**config.mk**
```make
export PLATFORM = sky130hd
export DESIGN_NAME = seq_shift_add_mult
export DESIGN_NICKNAME = d
export VERILOG_FILES = /design/src/rtl/mult_pkg.sv /design/src/rtl/mult_step.sv /design/src/rtl/seq_shift_add_mult.sv
export SDC_FILE = /design/constraint.sdc
export NUM_CORES = 1
export LEC_CHECK = 0
export CORE_MARGIN = 1
export CORE_UTILIZATION = 47
export DETAILED_ROUTE_END_ITERATION = 6
export PLACE_DENSITY = 0.73
export SLEW_MARGIN = 20
export SYNTH_ARGS = -nofsm -noshare
export SYNTH_HDL_FRONTEND = slang
export SYNTH_HIERARCHICAL = 1
export SYNTH_SLANG_ARGS = --single-unit
```
**constraint.sdc**
```tcl
create_clock -name clk -period 3.6 [get_ports clk]
set_input_delay 0.9 -clock clk [delete_from_list [all_inputs] [get_ports clk]]
set_output_delay 0.9 -clock clk [all_outputs]
set_load 0.02 [all_outputs]
```
**src/rtl/mult_pkg.sv**
```systemverilog
// Shared definitions for the sequential shift-add multiplier.
//   state_t : FSM encoding {IDLE, BUSY, DONE}
//   cnt_w   : width of the step counter, able to hold WIDTH
package mult_pkg;

  typedef enum logic [1:0] {
    IDLE,
    BUSY,
    DONE
  } state_t;

  function automatic int unsigned cnt_w(input int unsigned width);
    return $clog2(width + 1);
  endfunction

endpackage

```
**src/rtl/mult_step.sv**
```systemverilog
// One iteration of the shift-add multiplier.
// The add/subtract is conditional on acc[0]. The result is then shifted right by one.
//   acc      in  2*WIDTH+1  accumulator: upper WIDTH+1 bits hold the partial sum,
//                           the lower WIDTH bits hold the remaining multiplier bits
//   mcand    in  WIDTH      multiplicand
//   sub      in  1          subtract mcand instead of adding it (signed sign-bit step)
//   arith    in  1          two's-complement operands: sign-extend mcand, arithmetic shift
//   acc_next out 2*WIDTH+1  accumulator after the step
module mult_step #(
  parameter int unsigned WIDTH = 8
) (
  input  logic [2*WIDTH:0] acc,
  input  logic [WIDTH-1:0] mcand,
  input  logic             sub,
  input  logic             arith,
  output logic [2*WIDTH:0] acc_next
);

  logic [WIDTH:0] ext;
  logic [WIDTH:0] upper;
  logic [WIDTH:0] sum;

  always_comb begin
    ext   = {arith & mcand[WIDTH-1], mcand};
    upper = acc[2*WIDTH:WIDTH];
    sum   = upper;
    if (acc[0]) begin
      sum = sub ? (upper - ext) : (upper + ext);
    end
    // The upper part is WIDTH+1 bits wide, so the carry survives the shift.
    acc_next = {arith & sum[WIDTH], sum, acc[WIDTH-1:1]};
  end

endmodule

```
**src/rtl/seq_shift_add_mult.sv**
```systemverilog
// Iterative shift-add multiplier. It performs one add/shift step per clock, and a product takes WIDTH steps.
// Operands are accepted with a valid/ready handshake and held in registers.
// The product is presented with a valid/ready handshake and held until the consumer takes it.
// Optional signed mode is enabled by the MULT_SIGNED_EN macro.
//   clk          in   1        clock, posedge
//   rst          in   1        synchronous active-high reset
//   in_valid     in   1        operands valid
//   in_ready     out  1        ready for operands (IDLE)
//   a            in   WIDTH    multiplicand
//   b            in   WIDTH    multiplier
//   signed_mode  in   1        only with MULT_SIGNED_EN; 1 = two's-complement operands
//   out_valid    out  1        product valid (DONE)
//   out_ready    in   1        consumer accepts product
//   product      out  2*WIDTH  registered product
module seq_shift_add_mult
  import mult_pkg::*;
#(
  parameter int unsigned WIDTH = 8
) (
  input  logic                 clk,
  input  logic                 rst,
  input  logic                 in_valid,
  output logic                 in_ready,
  input  logic [WIDTH-1:0]     a,
  input  logic [WIDTH-1:0]     b,
`ifdef MULT_SIGNED_EN
  input  logic                 signed_mode,
`endif
  output logic                 out_valid,
  input  logic                 out_ready,
  output logic [2*WIDTH-1:0]   product
);

  localparam int unsigned CW = cnt_w(WIDTH);
  localparam logic [CW-1:0] CNT_INIT = CW'(WIDTH);
  localparam logic [CW-1:0] CNT_LAST = CW'(1);

  state_t               state_q;
  state_t               state_d;
  logic [CW-1:0]        count_q;
  logic [WIDTH-1:0]     mcand_q;
  logic [2*WIDTH:0]     acc_q;
  logic [2*WIDTH:0]     acc_next;
  logic [2*WIDTH-1:0]   product_q;
  logic                 sgn;
  logic                 last_step;

`ifdef MULT_SIGNED_EN
  logic sgn_q;

  always_ff @(posedge clk) begin
    if (rst) begin
      sgn_q <= 1'b0;
    end else if (state_q == IDLE && in_valid) begin
      sgn_q <= signed_mode;
    end
  end

  assign sgn = sgn_q;
`else
  assign sgn = 1'b0;
`endif

  assign last_step = (count_q == CNT_LAST);

  // The multiplier sign bit carries negative weight, so it is subtracted on the final step.
  mult_step #(.WIDTH(WIDTH)) u_step (
    .acc      (acc_q),
    .mcand    (mcand_q),
    .sub      (sgn & last_step),
    .arith    (sgn),
    .acc_next (acc_next)
  );

  always_comb begin
    state_d = state_q;
    case (state_q)
      IDLE:    if (in_valid)  state_d = BUSY;
      BUSY:    if (last_step) state_d = DONE;
      DONE:    if (out_ready) state_d = IDLE;
      default: state_d = IDLE;
    endcase
  end

  always_ff @(posedge clk) begin
    if (rst) begin
      state_q   <= IDLE;
      count_q   <= '0;
      mcand_q   <= '0;
      acc_q     <= '0;
      product_q <= '0;
    end else begin
      state_q <= state_d;
      case (state_q)
        IDLE: begin
          if (in_valid) begin
            mcand_q <= a;
            acc_q   <= {{(WIDTH + 1){1'b0}}, b};
            count_q <= CNT_INIT;
          end
        end
        BUSY: begin
          acc_q   <= acc_next;
          count_q <= count_q - CNT_LAST;
          if (last_step) begin
            product_q <= acc_next[2*WIDTH-1:0];
          end
        end
        default: ;
      endcase
    end
  end

  assign in_ready  = (state_q == IDLE);
  assign out_valid = (state_q == DONE);
  assign product   = product_q;

endmodule

```
**Word-level counts from Yosys, hierarchy flattened**

Cells that the tools add are included.

- $add $sub $neg: 2
- $mul: 0
- Div/mod/pow operators: 0
- Magnitude comparators: 0
- Equal/unequal tests: 6
- Shift-type cells: 0
- Mux-type cells: 9
- Bitwise operators: 0
- Reductions and logical operators: 6

Operators with widths:

| operator | count |
|---|---|
| $pmux W17 S2 | 1 |
| $mux W17 | 1 |
| $add A9 B8 Y9 | 1 |
| $mux W9 | 1 |
| $pmux W4 S2 | 1 |
| $mux W2 | 3 |
| $pmux W2 S3 | 1 |
| $reduce_and A2 Y1 | 3 |
| $eq A4 B1 Y1 const B | 1 |
| $mux W4 | 1 |
| $ne A2 B2 Y1 const B | 2 |
| $sub A4 B1 Y4 const B | 1 |
| $reduce_and A3 Y1 | 1 |
| $eq A2 B1 Y1 const B | 1 |
| $eq A2 B2 Y1 const B | 1 |
| $logic_not A2 Y1 | 1 |
| $ne A2 B1 Y1 const B | 1 |
| $reduce_bool A2 Y1 | 1 |

- Register bits: 47
- Latch bits: 0
- Bits in writable memories: 0
- ROM bits: 0
- Bits of input ports: 20
- Output and inout bits: 18
- Logic and storage cells: 28
- Memories kept: 0

**Logic depth before layout (Yosys ltp)**

- Depth in word-level cells: 3
- Depth in mapped cells: 12
- Gate-level depth less buffers: 12

**By module**

The synthesis kept the hierarchy.

Modules (own cells, without submodules):

| module | instances | cells each | area each (um2) | sequential area each (um2) |
|---|---|---|---|---|
| seq_shift_add_mult | 1 | 217 | 2030.7 | 940.9 |
| mult_step | 1 | 104 | 704.4 | 0.0 |

**Least setup slack after synthesis**

OpenSTA, ideal clock, no wires.

- Path kind: register -> register
- Start: register mcand_q[0]
- End: register acc_q[14]
- Setup time: 0.065 ns
- Arrival time: 2.427 ns
- Required time: 3.535 ns
- Slack: 1.108 ns
- Cell stages (with the launch flop): 12
- Cell sequence: dfxtp_1 -> inv_1 -> ha_1 -> mux2i_1 -> ha_1 -> nor2b_1 -> o21ai_0 -> a21boi_0 -> or4_1 -> o311ai_0 -> a22oi_1 -> nor2_1

- Word-level cells in the longest chain between the ends: 3

Ends and longest elaborated chain:

| item | line | source |
|---|---|---|
| start, declared | seq_shift_add_mult.sv:41 | `logic [WIDTH-1:0] mcand_q;` |
| start signal, assigned | seq_shift_add_mult.sv:89 | `mcand_q <= '0;` |
| start signal, assigned | seq_shift_add_mult.sv:97 | `mcand_q <= a;` |
| $add A9 B8 Y9 | mult_step.sv:28 | `sum = sub ? (upper - ext) : (upper + ext);` |
| $mux W9 | mult_step.sv:27 | `if (acc[0]) begin` |
| via acc_next[14] | seq_shift_add_mult.sv:43 | `logic [2*WIDTH:0] acc_next;` |
| $pmux W17 S2 | seq_shift_add_mult.sv:94 | `case (state_q)` |
| end signal, assigned | seq_shift_add_mult.sv:98 | `acc_q <= {{(WIDTH + 1){1'b0}}, b};` |
| end signal, assigned | seq_shift_add_mult.sv:103 | `acc_q <= acc_next;` |
| end, declared | seq_shift_add_mult.sv:42 | `logic [2*WIDTH:0] acc_q;` |

The timed path passes the listed nets, and every way through them passes these cells.
A chain may end at the register's enable or synchronous reset.

**Worst setup path after layout**

- Start: register state_q[0]
- End: output out_valid

- Word-level cells in the longest chain between the ends: 1

Ends and longest elaborated chain:

| item | line | source |
|---|---|---|
| start, declared | seq_shift_add_mult.sv:38 | `state_t state_q;` |
| start signal, assigned | seq_shift_add_mult.sv:93 | `state_q <= state_d;` |
| $eq A2 B2 Y1 | seq_shift_add_mult.sv:115 | `assign out_valid = (state_q == DONE);` |
| end, declared | seq_shift_add_mult.sv:29 | `output logic out_valid,` |

Every way passes these cells.

==> impl_metrics.yaml <==
synth:
  synth-xor-area-share_pct: 2.24
  synth-compound-area-share_pct: 12.9
  ys_async_sr_fraction_pct: 0
  ys_types: 46
  synthCells: 321
  ys_ff_latch: 47
  ys_warn_count: 6
  synthAdderAreaFrac_pct: 5.76
  yosysSeqAreaShare_pct: 34.4
  synth_ff_type: "dfxtp_1"
  muxShareOfSynthArea_pct: 9.93
  synth_area_um2: 2740
  syn_area_per_cell_um2: 8.52
  synth_edf_count: 0
  synth_simple_gate_area_share_pct: 27.6
  synth_top_family_by_area: "simple AND/OR/NAND/NOR gates"
finish:
  fin_area_um2: 3190
  area_growth_pct: 16.6
  fill_cells: 528
  fin_nets: 378
  n_antenna_cell: 0
  layout-drive-gt1-share_pct: 7.49
clocking:
  cts_tree: "done"
  clockBufferDepth: 2
  clk_latency_ns: 0.31
  numCtsBuffers: 5
  cts-htree-levels: 2
  clkSlewWorstSetupHoldPaths_ns: 0.10
  cts-hold-fix-buffers: 0
  cts-root-buf: "clkbuf_8"
  postCtsResizedCells: 0
  clock-sinks: 47
  post_cts_buffers: 0
pwr:
  p_leak_uw: 0.00116
  power.density_nw_per_um2: 388
  peakVddDrop_v: 0.000240
detailed_routing:
  detail_route.wl_per_cell_um: 12.7
  wl_um: 5320
  drt_pre_antenna_iters: 4
  via_per_inst: 5.16
  drt-initial-drc-count: 111
  ant_nets: 0
  vias: 2160
  drcViolationCount: 0
floorplan:
  dieArea_um2: 6130
  core_um2: 5570
  fp.dieW_um: 78.3
  top_level_ports: 38
  floorplan.initialDensity_pct: 49.1
  die_h_um: 78.3
  rows: 27
timing:
  fin_crit_sh_pct: 79.4
  slew_viol_final: 0
  hold_viol: 0
  skew_ns: 0.00976
  finalSetupViolCount: 0
  whs_ns: 0.478
  worstMarginPinSlew_ns: 0.792
  slew_headroom_pct: 47.1
  tns_ns: 0
  timing.fmax_ghz: 0.350
  period_needed_ns: 2.86
  rsz0062_at_grt: "no"
run:
  maxCapViolCount: 0
placement:
  dpl-instance-area_um2: 3090
  place.gp.congestion: 0.850
  io_buffers: 37
  dp.final_hpwl_um: 3790
setup_path:
  startpoint_type: "flop"
  crit_fanout: 26
  critPathArrivalTime_ns: 1.96
  crit_type: "reg -> out"
  cp-end-kind: "primary output"
  crit_required_ns: 2.70
min_path:
  hold_class: "reg -> reg"
status:
  status: "complete, no violations"
global_routing:
  overflow: 0
  grt_max_degree: 64
  grt_pass1_vias: 2030
  grt_pass1_wl_um: 9340
  grt_use_total_pct: 18.9
  antenna_found_initial: 0
[sequential cells by signal (all words and copies together) (netlist names)]
name / count
mcand_q: 8
product: 16
state_q: 2
count_q: 4
acc_q: 17
[layout make-up]
type / count / area (µm²) / share of cell area [%]
Multi-Input combinational cell: 238 / 1610 / 50.5
Inverter: 13 / 48.8 / 1.53
Clock inverter: 3 / 27.5 / 0.863
Tap cell: 72 / 90.1 / 2.83
Sequential cell: 47 / 941 / 29.5
Clock buffer: 5 / 68.8 / 2.16
Timing Repair Buffer: 41 / 400 / 12.6
[synthesized netlist by cell type, types with 2 or more instances]
cell type	count	share of area, %
nand3_1	6	1.1
a21boi_0	5	1.4
nor3_1	13	2.4
or3b_2	8	2.6
buf_2	2	0.37
o21ba_2	2	0.73
nor2_1	37	5.1
a31oi_1	4	0.91
or4_1	3	0.82
ha_1	11	5.0
buf_6	2	0.82
inv_1	12	1.6
clkbuf_1	14	1.9
o31ai_1	4	1.1
mux2i_1	26	9.5
nand2b_1	42	9.6
o21ai_0	2	0.37
xnor2_1	7	2.2
nor3b_1	3	0.82
a22oi_1	9	2.5
nor2b_1	3	0.69
dfxtp_1	47	34
nand2_1	11	1.5
buf_4	8	2.2
a21oi_1	19	3.5
[layout by cell type, fill, tap and decap left out, types with 2 or more instances in the layout]
cell,n
a21boi_0,5
a21oi_1,19
a22oi_1,9
a31oi_1,4
buf_4,4
clkbuf_8,5
clkdlybuf4s50_1,37
conb_1,4
dfxtp_1,47
ha_1,11
inv_1,12
mux2i_1,26
nand2_1,11
nand2b_1,42
nand3_1,6
nor2_1,37
nor2b_1,3
nor3_1,13
nor3b_1,3
o21ai_0,2
o21ba_2,2
o31ai_1,4
or3b_2,8
or4_1,3
xnor2_1,7
[path summary, 6_finish.rpt]
| check | startpoint | to | slack, ns | cells past startpoint |
|---|---|---|---|---|
| worst max-delay path | state_q[0] | out_valid | 0.74 | 2 |
| worst max register to register | mcand_q[0] | acc_q[14] | 0.78 | 11 |
| worst min register to register | product[12] | product[12] | 0.48 | 2 |
| worst min-delay path | product[12] | product[12] | 0.48 | 2 |
[cell families (layout without fill, tap and decap cells)]
logic type                 after synthesis  after routing
other                                    1              4
AOI/OAI and AO/OA                       53             53
buffers and inverters                   39             62
DFF                                     47             47
muxes                                   27             27
and+or+nand+nor                        135            135
xor gates and xnor gates                 7              7
adders and majority gates               12             12
[power by group]
group          switching [µW]  leakage, µW  total (µW)  internal (µW)
clock network             201    0.0000467         345            144
logic                     159     0.000726         306            147
registers                37.9     0.000384         586            548
[per-layer routing]
layer | vias up | share of wire [%] | GRT usage [%]
met5 | - | 0 | 0
met4 | 0 | 1.3 | 5.56
met3 | 5 | 3.0 | 3.60
met2 | 31 | 44 | 30.4
met1 | 981 | 51 | 25.6
li1 | 1143 | - | -
[metrics by stage]
stage / total power (µW) / setup WS (ns) / utilization (%) / std cells
floorplan: 834 / 1.11 / - / 324
global placement: 893 / 0.935 / 55.5 / 411
detailed placement: 902 / 0.781 / 55.5 / 411
CTS: 1250 / 0.760 / 57.2 / 419
global route: 1320 / 0.496 / 57.2 / 419
finish: 1240 / 0.741 / 57.2 / 419
[critical path: stages (launching register included)]
cell	delay [ns]
dfxtp_1	0.84
and2b_1	0.27
clkdlybuf4s50_1	0.54
(Power assumes the default switching activity.)
